**src/rtl/reg_port_seq.sv**
```systemverilog
// Register-file access sequencer: reads operands, performs @Rn+ writeback,
// hands operands to the ALU and writes the ALU result back.
module reg_port_seq #(
  parameter int DW         = 16,
  parameter bit AUTOINC_EN = 1'b1
) (
  input  logic          clk,
  input  logic          rst,
  input  logic          req_valid,
  output logic          req_ready,
  input  logic [3:0]    req_src,
  input  logic [3:0]    req_dst,
  input  logic [1:0]    req_as,
  input  logic          req_bw,
  input  logic          req_wb,
  output logic [3:0]    SA,
  output logic [3:0]    DA,
  output logic [1:0]    As,
  output logic          RW,
  output logic [DW-1:0] Din,
  input  logic [DW-1:0] Sout,
  input  logic [DW-1:0] Dout,
  output logic          opnd_valid,
  input  logic          opnd_ready,
  output logic [DW-1:0] src_val,
  output logic [DW-1:0] dst_val,
  input  logic          res_valid,
  output logic          res_ready,
  input  logic [DW-1:0] res_data,
  output logic          busy
);

  typedef enum logic [2:0] {
    IDLE, READ, AUTOINC, OPND, WAIT_RES, WB
  } state_t;

  state_t        state_q, state_d;
  logic [3:0]    src_q, dst_q;
  logic [1:0]    as_q;
  logic          bw_q, wb_q;
  logic [DW-1:0] res_q;
  logic [DW-1:0] inc;
  logic          autoinc_go;

  // R2/R3 in mode 11 are constant-generator encodings, so they never step.
  assign autoinc_go = AUTOINC_EN && (as_q == 2'b11) &&
                      (src_q != 4'd2) && (src_q != 4'd3);
  assign inc        = (bw_q && (src_q != 4'd1)) ? DW'(1) : DW'(2);

  assign SA   = src_q;
  assign As   = as_q;
  assign busy = (state_q != IDLE);

  always_ff @(posedge clk or negedge rst) begin
    if (!rst) begin
      state_q <= IDLE;
      src_q   <= '0;
      dst_q   <= '0;
      as_q    <= '0;
      bw_q    <= 1'b0;
      wb_q    <= 1'b0;
      src_val <= '0;
      dst_val <= '0;
      res_q   <= '0;
    end else begin
      state_q <= state_d;
      if (state_q == IDLE && req_valid) begin
        src_q <= req_src;
        dst_q <= req_dst;
        as_q  <= req_as;
        bw_q  <= req_bw;
        wb_q  <= req_wb;
      end
      if (state_q == READ) begin
        src_val <= Sout;
        dst_val <= Dout;
      end
      if (state_q == WAIT_RES && res_valid)
        res_q <= bw_q ? {{(DW-8){1'b0}}, res_data[7:0]} : res_data;
    end
  end

  // RW is decoded from the state register, so an asynchronous reset kills
  // any in-flight write immediately.
  always_comb begin
    state_d    = state_q;
    req_ready  = 1'b0;
    opnd_valid = 1'b0;
    res_ready  = 1'b0;
    RW         = 1'b0;
    DA         = dst_q;
    Din        = '0;
    case (state_q)
      IDLE: begin
        req_ready = 1'b1;
        if (req_valid) state_d = READ;
      end
      READ: begin
        state_d = autoinc_go ? AUTOINC : OPND;
      end
      AUTOINC: begin
        DA      = src_q;
        RW      = 1'b1;
        Din     = src_val + inc;
        state_d = OPND;
      end
      OPND: begin
        opnd_valid = 1'b1;
        if (opnd_ready) state_d = wb_q ? WAIT_RES : IDLE;
      end
      WAIT_RES: begin
        res_ready = 1'b1;
        if (res_valid) state_d = WB;
      end
      WB: begin
        RW      = 1'b1;
        Din     = res_q;
        state_d = IDLE;
      end
      default: state_d = IDLE;
    endcase
  end

endmodule

```
**config.mk**
```make
export PLATFORM = sky130hd
export DESIGN_NAME = reg_port_seq
export DESIGN_NICKNAME = d
export VERILOG_FILES = /design/src/rtl/reg_port_seq.sv
export SDC_FILE = /design/constraint.sdc
export NUM_CORES = 1
export LEC_CHECK = 0
export CAP_MARGIN = 10
export CORE_MARGIN = 4
export CORE_UTILIZATION = 39
export DETAILED_ROUTE_END_ITERATION = 8
export GPL_TIMING_DRIVEN = 0
export PLACE_DENSITY_LB_ADDON = 0.15
export SLEW_MARGIN = 40
export SYNTH_ARGS = -nofsm -noshare
export SYNTH_HDL_FRONTEND = slang
export SYNTH_SLANG_ARGS = --single-unit
```
**constraint.sdc**
```tcl
create_clock -name clk -period 2.6 [get_ports clk]
set_input_delay 0.65 -clock clk [delete_from_list [all_inputs] [get_ports clk]]
set_output_delay 0.65 -clock clk [all_outputs]
set_load 0.02 [all_outputs]
```
Word level (Yosys, flattened, before mapping). Cells that the tools add are included.

Add/subtract/negate cells: 1. Eq/ne operators: 12. Multiplexer cells: 14. Reduce and logical (&&, ||, !) cells: 9.

Operators with widths (number): $pmux 16 s2 (1); $add 16x2->16 (1); $mux 16 (1); $pmux 3 s5 (1); $mux 3 (4); $ne 4x2->1 const B (2); $eq 3x2->1 const B (2); $eq 3x3->1 const B (2); $ne 2x2->1 const B (3); $logic_and 1x1->1 (5); $mux 1 (5); $mux 4 (1); $ne 4x1->1 const B (1); $eq 3x1->1 const B (1); $logic_not 3->1 (1); $reduce_and 3->1 (1); $reduce_bool 3->1 (1); $eq 2x2->1 const B (1); $mux 2 (1); $reduce_or 2->1 (1).

Flip-flop bits (word level): 63. Output and inout port bits: 63. Word-level logic and storage cells: 45.

Depth between registers and ports, before layout. Gate-level depths: netlist (run 1).

Depth after elaboration: 5. Depth in mapped cells: 10. Mapped depth without buffers: 10.

Worst setup path after synthesis (run 1). Ideal clock, no wire load.

Path type: register to output. From: register src_q[0] (netlist: SA[0]). To: output port Din[14]. Arrival time: 2490 ps. Data required time: 1950 ps. Path slack: -540 ps. Cell stages (with the launch flop): 9. Path buffers: 0. Cells stage by stage: dfrtp_1 > inv_1 > o41ai_1 > inv_1 > fa_1 > nand2b_1 > nor4_1 > xnor2_1 > o21ai_0.

Word-level cells in the longest chain between the ends: 5.

Ends and longest elaborated chain: start: declaration (RTL line 38) `logic [3:0] src_q, dst_q;`; start signal: assignment (RTL line 68) `src_q <= req_src;`; $ne 4x1->1 (RTL line 48) `assign inc = (bw_q && (src_q != 4'd1)) ? DW'(1) : DW'(2);`; $logic_and 1x1->1 (RTL line 48); $mux 2 (RTL line 48); $add 16x2->16 (RTL line 104) `Din = src_val + inc;`; $pmux 16 s2 (RTL line 93) `case (state_q)`; end: declaration (RTL line 20) `output logic [DW-1:0] Din,`.

Every way passes these cells.

Worst setup path after layout (run 1).
From: register src_q[1] (netlist: SA[1]). To: output port Din[14].

The elaborated chain is that of the path after synthesis.

==> summary.md, run 1 <==
| Metric | Value |
|---|---|
| Leak pwr | between 2 and 2.5 nW |
| Iteration count of the initial detailed-routing pass | 4 |
| Total die area | approximately 0.0094 mm2 |
| Top_reg_cell synth | dfrtp_1 |
| Crit. End Element | output port |
| Multi-input gate area | around 0.0015 mm2 |
| Fin util | 63.5% |
| Peak supply drop | 690 uV |
| Seq/Total Area, Yosys | between 50% and 60% |
| Synth unique cells | 39 |
| Cell Count, Final, Fillers Out | about 520 |
| Clock skew | between 0.01 and 0.015 ns |
| Worst-Skew Late Latency | approximately 0.34 ns |
| GR Util All Layers | between 10% and 20% |
| Setup Crit Path Kind | reg2out |
| Relative slew slack | approximately two thirds |
| Layout Nets | about 490 |
| Slew @ Worst Pin | a little over 0.5 ns |
| Largest buffer count on any clock path | 2 |
| Fillers | 633 |
| Vias/cell | 5.00 |
| CP startpoint kind | flop |
| IO buf count | around 130 |
| Post-Syn Area | between 0.003 and 0.004 mm2 |
| CP max FO | 3 |
| Status | complete, but fails checks |
| Min Hold Slack | around 0.22 ns |
| Die X | approximately 100 um |
| Top-level I/O count | between 100 and 150 |
| M2 GR Usage | just under 30% |
| Fin. max-slew vios | 0 |
| Final critical-path share of the clock period | 118% |
| Initial Util | between 40 and 50% |
| Clk sink count | between 60 and 70 |
| Routing usage on met1 | between 20% and 30% |
| Final hold viol count | 0 |
| Busiest grt layer | met2 |
| #FFs+latches synth | 63 |
| Largest net degree at the start of global routing | 39 |
| Post-DP HPWL | between 6 and 7 mm |
| CTS tree | built |
| Crit-path cells | o41ai_4 > inv_2 > fa_2 > nand2b_4 > nor4_4 > xnor2_2 > o21ai_2 > buf_6 |
| Setup TNS | -5.63 ns |
| Share of the synthesized area in the top cell type | 50.9% |
| Worst EP arrival | ~2.4 ns |
| DRT Wirelength | between 8 and 9 mm |
| Top post-synthesis cells by area | dfrtp_1 (51%), mux2_2 (17%), nand2_1 (4.6%) |
| First-pass GRT wire length | roughly 14 mm |
| DR iter-0 viols | 76 |
| H-tree depth | 3 |
| Area delta synth->final | 58.5% |
| Std cell rows | 32 |
| Synth area leader | dfrtp_1 |
| CTS clk-pin slew, worst paths | ~0.080 ns |
| Sequential cell area | approximately 0.0016 mm2 |
| Global placement routability congestion | approximately 0.77 |
| Slowest cell on crit path | dfrtp_2 |
| Syn Inst Count | between 200 and 300 |
| Number of global-route vias before repair | 2758 |
| GRT overflow | 0 |
| Pwr Total | 6.45 mW |
| Crit path max-delay family | compound AO/OA/AOI/OAI gates |
| CP peak stage delay | about 0.43 ns |
| Antenna violations before repair | 0 |
| HP Class | in2async |
| Post-route minimum period | just over 3 ns |
| Post-DP Area | about 0.0046 mm2 |
| Worst setup margin | -0.461 ns |
| Mean Syn Cell Area | 11.3 um2 |
| Die Ht | 97.1 um |
| Routed len/inst | ~16 um |
| Share of cells above drive strength 1 | about a third |
| Post-synth EDFFs | 0 |
| Pre-CTS setup slack | -0.746 ns |
| Power per cell area | between 1000 and 1500 mW/mm2 |
| Final setup violation count | 15 |
| Syn Nets | roughly 340 |
| # Max-Cap Violations | 0 |
| Synth warn | 0 |
| Asr flop ratio synth | 100% |
| Root Buffer | clkbuf_8 |
| DP Cell Count | slightly above 500 |
| Fmax | 327 MHz |
| CTS Buf Count | 9 |
| Post-route DRC | 0 |
| Worst path required time | roughly 2.0 ns |
| ANT nets after route | 0 |
| Post-route cell area | 0.00491 mm2 |
| Crit path buf inv count | 2 |
| N_diodes | 0 |
| Routed vias | roughly 2600 |
| RSZ-0062 raised after global routing | yes |
| Failing checks | setup timing |
| GR Util met3 | under 10% |
| Core box area | around 0.0077 mm2 |
## sequential cells by signal (all words and copies together), names as in the netlist
register and cells:
dst_val 16, res_q 16, src_val 16, SA 4
dst_q 4, state_q 3, As 2, bw_q 1
wb_q 1
## repair_timing
| item | 4_1_cts | 5_1_grt |
|---|---|---|
| setup buffers | 4 | 2 |
| hold buffers | 0 | 0 |
| gates resized for setup | 123 | 14 |
| pin swaps | 16 | 6 |
| endpoints found under the setup margin | 21 | 18 |
## cells in the mapped netlist (2+ instances only)
cell type / number
nand3_1: 7
a21oi_1: 2
dfrtp_1: 63
buf_2: 3
nor2b_1: 4
xor2_1: 9
nor4_1: 2
nand2b_1: 11
ha_1: 2
mux2_1: 2
nor3_1: 3
nor2_1: 3
and2_1: 4
a21o_1: 2
clkbuf_1: 5
inv_1: 5
nand4_1: 8
mux2_2: 48
xnor2_1: 2
buf_6: 6
o21ai_0: 24
buf_4: 2
nand2_1: 38
and4_1: 3
## metal layers
layer | wire [um] | vias to the layer above
li1 | - | 1246
met1 | 3750 | 1285
met2 | 4090 | 82
met3 | 634 | 8
met4 | 81 | 0
met5 | 0 | -
## path summary, 6_finish.rpt
check | slack [ns] | from | end | depth (start not counted)
worst max-delay path | -0.46 | SA[1] | Din[14] | 8
min in group clk | 0.49 | res_q[9] | res_q[9] | 2
max in group asynchronous | 1.83 | rst | SA[3] | 2
worst max register to register | 0.88 | state_q[1] | res_q[7] | 5
worst min-delay path | 0.22 | rst | res_q[4] | 1
worst min register to register | 0.49 | res_q[9] | res_q[9] | 2
## layout make-up
class                      count  area share (%)
buffer                        15            2.73
clock buffer                  12            2.96
clock inverter                 4           0.917
inverter                       5           0.382
multi-input combinational    189            31.4
sequential                    63            32.2
tap                          102            2.60
timing repair buffer         134            26.8
## kinds of logic after synthesis
group	share of synthesized area (%)
AO/OA/AOI/OAI	6.46
XOR/XNOR	3.11
adder cells (fa/ha/maj)	1.45
buffers and inverters	4.36
flip-flops	50.9
multiplexers	18.5
AND/OR/NAND/NOR	15.2
## cell usage in the layout, fill, tap and decap left out, types with 8 or more instances in the layout
cell type        Yosys  routed
clkdlybuf4s50_1      0     105
dfrtp_1             63      59
mux2_2              48      48
nand2_1             38      37
buf_6                6      18
buf_4                2      12
clkbuf_8             0      11
o21ai_0             24      11
nand2b_1            11      10
xor2_1               9       9
buf_2                3       8
nand4_1              8       8
o21ai_2              0       8
## power by group
part	leakage, nW	switching (mW)	internal (mW)
Clock	0.100	0.374	0.465
Sequential	0.770	0.437	1.47
Combinational	1.23	1.78	1.92
Total	2.10	2.59	3.86
## worst reg2reg max path: stages, from the launching register on
cell     delay [ns]
dfrtp_1        0.38
buf_2          0.18
nor2_2         0.17
nand3_1        0.29
buf_2          0.30
mux2_2         0.29
No activity file was read; power rests on OpenSTA's default activity.
==> run 2: changes to the inputs <==
- ABC_CLOCK_PERIOD_IN_PS: not set -> 2600
==> results of run 2 <==
Same layout as run 1: the final DEF is identical, and so are final timing and power.
